$ cat src/rtl/sr04_pkg.sv
// sr04_pkg: HC-SR04 timing defaults shared with distance_calculator,
// plus the trigger controller state encoding.
package sr04_pkg;

    localparam int DEF_CNT_W        = 16;
    localparam int DEF_TRIG_US      = 10;
    localparam int DEF_ECHO_WAIT_US = 30000;
    localparam int DEF_ECHO_MAX_US  = 25000;
    localparam int DEF_PERIOD_US    = 60000;

    typedef enum logic [2:0] {
        S_IDLE      = 3'd0,
        S_TRIG      = 3'd1,
        S_WAIT_ECHO = 3'd2,
        S_ECHO_HIGH = 3'd3,
        S_HOLDOFF   = 3'd4
    } sr04_state_t;

endpackage

$ cat src/rtl/sr04_echo_sync.sv
// sr04_echo_sync: two-flop synchroniser for the raw echo pin with
// single-cycle rise/fall strobes taken from the synchronised level.
module sr04_echo_sync (
    input  logic clk,
    input  logic rst,
    input  logic i_echo,
    output logic o_sync,
    output logic o_rise,
    output logic o_fall
);

    logic r_meta;
    logic r_sync;
    logic r_prev;

    always_ff @(posedge clk or posedge rst) begin
        if (rst) begin
            r_meta <= 1'b0;
            r_sync <= 1'b0;
            r_prev <= 1'b0;
        end else begin
            r_meta <= i_echo;
            r_sync <= r_meta;
            r_prev <= r_sync;
        end
    end

    assign o_sync = r_sync;
    assign o_rise = r_sync & ~r_prev;
    assign o_fall = ~r_sync & r_prev;

endmodule

$ cat src/rtl/sr04_trigger_ctrl.sv
// sr04_trigger_ctrl: HC-SR04 initiator - trigger pulse, echo supervision
// with timeouts, and a minimum trigger-to-trigger measurement period.
module sr04_trigger_ctrl
    import sr04_pkg::*;
#(
    parameter int TRIG_US      = DEF_TRIG_US,
    parameter int ECHO_WAIT_US = DEF_ECHO_WAIT_US,
    parameter int ECHO_MAX_US  = DEF_ECHO_MAX_US,
    parameter int PERIOD_US    = DEF_PERIOD_US,
    parameter int CNT_W        = DEF_CNT_W
) (
    input  logic             clk,
    input  logic             rst,
    input  logic             i_tick,
    input  logic             start,
    input  logic             auto_mode,
    input  logic             echo,
    output logic             trigger,
    output logic             echo_sync,
    output logic             busy,
    output logic             meas_valid,
    output logic             timeout,
    output logic [CNT_W-1:0] echo_us
);

    localparam logic [CNT_W-1:0] L_TRIG = CNT_W'(TRIG_US);
    localparam logic [CNT_W-1:0] L_WAIT = CNT_W'(ECHO_WAIT_US - 1);
    localparam logic [CNT_W-1:0] L_EMAX = CNT_W'(ECHO_MAX_US - 1);
    localparam logic [CNT_W-1:0] L_PER  = CNT_W'(PERIOD_US - 1);

    sr04_state_t      r_state, w_state_nx;
    logic [CNT_W-1:0] r_cnt, w_cnt_nx, w_cnt_inc;
    logic [CNT_W-1:0] r_per, w_per_nx, w_per_inc;
    logic [CNT_W-1:0] r_echo_us, w_echo_us_nx;
    logic             r_trig, w_trig_nx;
    logic             r_busy;
    logic             r_valid, w_valid_nx;
    logic             r_to, w_to_nx;
    logic             w_rise, w_fall, w_go;
    logic             w_trig_done, w_wait_to, w_echo_to, w_per_done;

    sr04_echo_sync u_sync (
        .clk    (clk),
        .rst    (rst),
        .i_echo (echo),
        .o_sync (echo_sync),
        .o_rise (w_rise),
        .o_fall (w_fall)
    );

    assign w_go        = start | auto_mode;
    assign w_cnt_inc   = i_tick ? r_cnt + 1'b1 : r_cnt;
    // Period counter saturates so an oversized PERIOD_US cannot wrap it.
    assign w_per_inc   = (i_tick && r_per != '1) ? r_per + 1'b1 : r_per;
    assign w_trig_done = i_tick && (r_cnt == L_TRIG);
    assign w_wait_to   = i_tick && (r_cnt == L_WAIT);
    assign w_echo_to   = i_tick && (r_cnt == L_EMAX);
    assign w_per_done  = i_tick && (r_per >= L_PER);

    always_ff @(posedge clk or posedge rst) begin
        if (rst) begin
            r_state   <= S_IDLE;
            r_cnt     <= '0;
            r_per     <= '0;
            r_echo_us <= '0;
            r_trig    <= 1'b0;
            r_busy    <= 1'b0;
            r_valid   <= 1'b0;
            r_to      <= 1'b0;
        end else begin
            r_state   <= w_state_nx;
            r_cnt     <= w_cnt_nx;
            r_per     <= w_per_nx;
            r_echo_us <= w_echo_us_nx;
            r_trig    <= w_trig_nx;
            r_busy    <= (w_state_nx != S_IDLE);
            r_valid   <= w_valid_nx;
            r_to      <= w_to_nx;
        end
    end

    always_comb begin
        w_state_nx = r_state;
        unique case (r_state)
            S_IDLE:      if (w_go) w_state_nx = S_TRIG;
            S_TRIG:      if (w_trig_done) w_state_nx = S_WAIT_ECHO;
            S_WAIT_ECHO: begin
                if (w_rise)         w_state_nx = S_ECHO_HIGH;
                else if (w_wait_to) w_state_nx = S_HOLDOFF;
            end
            S_ECHO_HIGH: if (w_fall || w_echo_to) w_state_nx = S_HOLDOFF;
            S_HOLDOFF:   if (w_per_done) w_state_nx = S_IDLE;
            default:     w_state_nx = S_IDLE;
        endcase
    end

    always_comb begin
        w_cnt_nx     = r_cnt;
        w_per_nx     = r_per;
        w_echo_us_nx = r_echo_us;
        w_trig_nx    = r_trig;
        w_valid_nx   = 1'b0;
        w_to_nx      = 1'b0;
        unique case (r_state)
            S_IDLE: begin
                if (w_go) begin
                    w_trig_nx = 1'b1;
                    w_cnt_nx  = '0;
                    w_per_nx  = '0;
                end
            end
            S_TRIG: begin
                w_cnt_nx = w_cnt_inc;
                w_per_nx = w_per_inc;
                if (w_trig_done) begin
                    w_trig_nx = 1'b0;
                    w_cnt_nx  = '0;
                end
            end
            S_WAIT_ECHO: begin
                w_cnt_nx = w_cnt_inc;
                w_per_nx = w_per_inc;
                // An edge in the same cycle as the timeout tick wins.
                if (w_rise)         w_cnt_nx = '0;
                else if (w_wait_to) w_to_nx  = 1'b1;
            end
            S_ECHO_HIGH: begin
                w_cnt_nx = w_cnt_inc;
                w_per_nx = w_per_inc;
                if (w_fall) begin
                    w_echo_us_nx = r_cnt;
                    w_valid_nx   = 1'b1;
                end else if (w_echo_to) begin
                    w_to_nx = 1'b1;
                end
            end
            S_HOLDOFF: w_per_nx = w_per_inc;
            default: ;
        endcase
    end

    assign trigger    = r_trig;
    assign busy       = r_busy;
    assign meas_valid = r_valid;
    assign timeout    = r_to;
    assign echo_us    = r_echo_us;

endmodule

$ cat config.mk
export PLATFORM = sky130hd
export DESIGN_NAME = sr04_trigger_ctrl
export DESIGN_NICKNAME = d
export VERILOG_FILES = /design/src/rtl/sr04_pkg.sv /design/src/rtl/sr04_echo_sync.sv /design/src/rtl/sr04_trigger_ctrl.sv
export SDC_FILE = /design/constraint.sdc
export NUM_CORES = 1
export LEC_CHECK = 0
export ABC_AREA = 0
export CAP_MARGIN = 25
export CELL_PAD_IN_SITES_DETAIL_PLACEMENT = 1
export CELL_PAD_IN_SITES_GLOBAL_PLACEMENT = 1
export CORE_AREA = 5 5 86 88
export DETAILED_ROUTE_END_ITERATION = 7
export DIE_AREA = 0 0 91 93
export MAX_ROUTING_LAYER = met4
export PLACE_DENSITY_LB_ADDON = 0.1
export REMOVE_ABC_BUFFERS = 1
export SYNTH_ARGS = -nofsm -noshare
export SYNTH_HDL_FRONTEND = slang
export SYNTH_HIERARCHICAL = 1
export SYNTH_SLANG_ARGS = --single-unit
$ cat constraint.sdc
create_clock -name clk -period 2.9 [get_ports clk]
set_clock_uncertainty 0.1 [all_clocks]
set_input_delay 0.435 -clock clk [delete_from_list [all_inputs] [get_ports clk]]
set_output_delay 0.435 -clock clk [all_outputs]
set_load 0.02 [all_outputs]
==> results.json <==
{
  "synth.area.top_cells": "dfrtp_1 (47%), mux2_2 (5.2%), o21ai_0 (4.3%)",
  "hold_buffers": 0,
  "port_buffers": 26,
  "gr-total-overflow": 0,
  "peakVddDrop_mv": 0.363,
  "r2r_slack_ns": 0.57,
  "maxCapViolCount": 0,
  "start_kind": "flop",
  "final_nets": 352,
  "h-tree-depth": 3,
  "switchingPower_mw": 0.752,
  "fmax_mhz": 429,
  "finalSetupTns_ns": 0,
  "synth-edff-count": 0,
  "drt_iter0_markers": 140,
  "firstDrtPassIters": 4,
  "fill_cells": 745,
  "post-route-min-period_ns": 2.33,
  "r2r_cells": 7,
  "antenna_found_initial": 0,
  "yosysSeqAreaShare": 0.474,
  "dr_total_vias": 2577,
  "drt-vias-per-instance": 6.02,
  "powerDensity_nw_per_um2": 679,
  "dp_hpwl_mm": 5.45,
  "switching_share": 0.303,
  "grt_use_met3": 0.0539,
  "ctsResizeCount": 0,
  "synth_most_common_cell": "dfrtp_1",
  "r2r_end": "r_cnt[8]",
  "synth_cell_types": 56,
  "multi_input_area_sq_um": 1480,
  "rsz0062_at_grt": "no",
  "die_area_sq_um": 8460,
  "grt_pass1_vias": 2787,
  "p_seq_frac": 0.405,
  "syn_inst": 310,
  "slowest_delay_ns": 0.42,
  "drv_slew": 0,
  "cts.path.max_buffers": 2,
  "crit_buf_inv": 1,
  "crit_slowest_cell": "dfrtp_1",
  "clk_latency_ns": 0.34,
  "path_class": "reg2reg",
  "cp-end-kind": "flop",
  "wl_per_cell_microns": 18.5,
  "met1_usage": 0.233,
  "grt_first_pass_wirelength_mm": 13.7,
  "place_congestion": 0.841,
  "p_int_mw": 1.73,
  "coreArea_sq_um": 6570,
  "cts_num_sinks": 58,
  "cts_buffers": 9,
  "path_cells": "inv_1, ha_1, nor4bb_1, and4_1, a21o_1, o21ai_0, a22o_1",
  "post_cts_buffers": 0,
  "route.detailed.drc": 0,
  "track_usage": 0.206,
  "seq_area_sq_um": 1450,
  "diodes": 0,
  "clockPowerShare": 0.382,
  "pwr-share-comb": 0.213,
  "cts_root_buffer": "clkbuf_8",
  "die-height_microns": 93,
  "area_growth_pct": 19.6,
  "busiest_layer": "met2",
  "cts_tree": "done",
  "ioPinCount": 27,
  "synthArstFlopShare": 1.00,
  "drt_wl_total_mm": 7.92,
  "hp-class": "in2async",
  "finalCritPeriodShare": 0.803,
  "row_count": 30,
  "synth_top_cell_by_area": "dfrtp_1",
  "ant_nets": 0,
  "synth_warnings": 6,
  "netlist_area_sq_um": 3060,
  "grt_max_degree": 56,
  "setup_viol": 0,
  "hold_viol_final": 0,
  "synth.top_cells.by_count": "dfrtp_1 (58), o21ai_0 (26), nand2_1 (23), nor2_1 (23), inv_1 (16)",
  "p_leak_nw": 1.61,
  "ys_ff_latch": 58,
  "p_total_mw": 2.48,
  "worst_pin_slew_ns": 0.845,
  "cp_top_family": "compound AO/OA/AOI/OAI gates",
  "maxSlewHeadroom": 0.436,
  "crit_arrival_ns": 2.46,
  "path_clk_slew_ns": 0.07,
  "yosysTopAreaCellShare": 0.474,
  "reg2reg_from": "r_cnt[0]",
  "critPathMaxFanout": 15,
  "use_met2": 0.355,
  "status": "completed",
  "avgSynthCellArea_sq_um": 9.87,
  "start_util": 0.466,
  "cp.required_ns": 3.03,
  "die_width_microns": 91,
  "synthFlopType": "dfrtp_1",
  "layout-drive-gt1-share": 0.129
}
## cells in the final DEF, fill, tap and decap left out, types with 3 or more instances in the layout
cell type / synthesis / routed
o2111ai_1: 3 / 3
o21ai_0: 26 / 26
xor2_1: 3 / 3
o211ai_1: 3 / 3
nor2b_1: 7 / 7
mux2_2: 14 / 14
nand4_1: 5 / 5
dfrtp_1: 58 / 58
clkdlybuf4s50_1: 0 / 26
xnor2_1: 3 / 3
nand2_1: 23 / 23
bufinv_16: 0 / 3
nor2_1: 23 / 23
nor4_1: 4 / 4
nor3_1: 10 / 10
nand3_1: 12 / 12
and4_1: 6 / 6
a21oi_1: 9 / 9
inv_1: 16 / 15
and3_1: 9 / 9
clkbuf_8: 0 / 11
o31ai_1: 3 / 3
a22o_1: 10 / 10
or3_1: 7 / 7
ha_1: 3 / 3
buf_4: 1 / 7
and2_1: 4 / 4
mux2i_1: 3 / 3
## worst max-delay path by stage
stage / start / end / cells after the start
finish: r_cnt[0] / r_cnt[8] / 7
floorplan: r_cnt[0] / r_cnt[12] / 7
detailed placement: i_tick / r_cnt[9] / 6
global placement: i_tick / r_cnt[14] / 6
global route: r_cnt[0] / r_cnt[2] / 7
CTS: r_cnt[0] / r_cnt[8] / 7
## worst reg2reg max path, stage by stage, from the launching register on
cell and delay [ns]:
dfrtp_1 0.42, inv_1 0.09, ha_1 0.14, nor4bb_1 0.35, and4_1 0.27, a21o_1 0.40, o21ai_0 0.19, a22o_1 0.25
## stage by stage
stage | utilization | hold WS (ns) | instances | cell area, sq um | worst slack [ns]
after detailed placement | 0.519 | 0.254 | 412 | 3410 | 0.304
after CTS | 0.557 | 0.206 | 428 | 3660 | 0.556
after global placement | 0.519 | 0.236 | 412 | 3410 | 0.377
after floorplan | - | 0.0886 | 299 | 3000 | 0.598
final | 0.557 | 0.211 | 428 | 3660 | 0.571
after global routing | 0.557 | 0.205 | 428 | 3660 | 0.334
## routing by layer
layer,wire length (microns),vias to the layer above
met5,0,-
met4,136,0
met3,182,13
met2,4250,30
met1,3350,1326
li1,-,1208
## registers in the layout (all words and copies together), names as in the netlist
register and flops:
trigger 1, busy 1, u_sync/o_sync 1, r_per 16, timeout 1, meas_valid 1, r_state 3, echo_us 16
u_sync/r_meta 1, u_sync/r_prev 1, r_cnt 16
## cells by family after synthesis
logic type               after synthesis  synth area share
AO/OA/AOI/OAI                         76             0.175
XOR/XNOR                               6            0.0172
flip-flops                            58             0.474
AND/OR/NAND/NOR                      123             0.220
adder cells (fa/ha/maj)                3            0.0123
buffers and inverters                 27            0.0409
multiplexers                          17            0.0613
## layout make-up
| class | count | area share |
|---|---|---|
| Sequential cell | 58 | 0.396 |
| Tap cell | 80 | 0.0273 |
| Inverter | 16 | 0.0164 |
| Multi-Input combinational cell | 225 | 0.405 |
| Timing Repair Buffer | 33 | 0.0854 |
| Clock inverter | 4 | 0.0267 |
| Clock buffer | 12 | 0.0424 |
## power groups by stage
| stage | combinational [mW] | clock [mW] | sequential, mW |
|---|---|---|---|
| floorplan | 0.309 | 0 | 1.02 |
| global route | 0.584 | 1.01 | 1.02 |
| detailed placement | 0.529 | 0 | 1.02 |
| finish | 0.530 | 0.949 | 1.01 |
| CTS | 0.536 | 0.964 | 1.01 |
| global placement | 0.511 | 0 | 1.02 |
No activity file was read; power rests on OpenSTA's default activity.
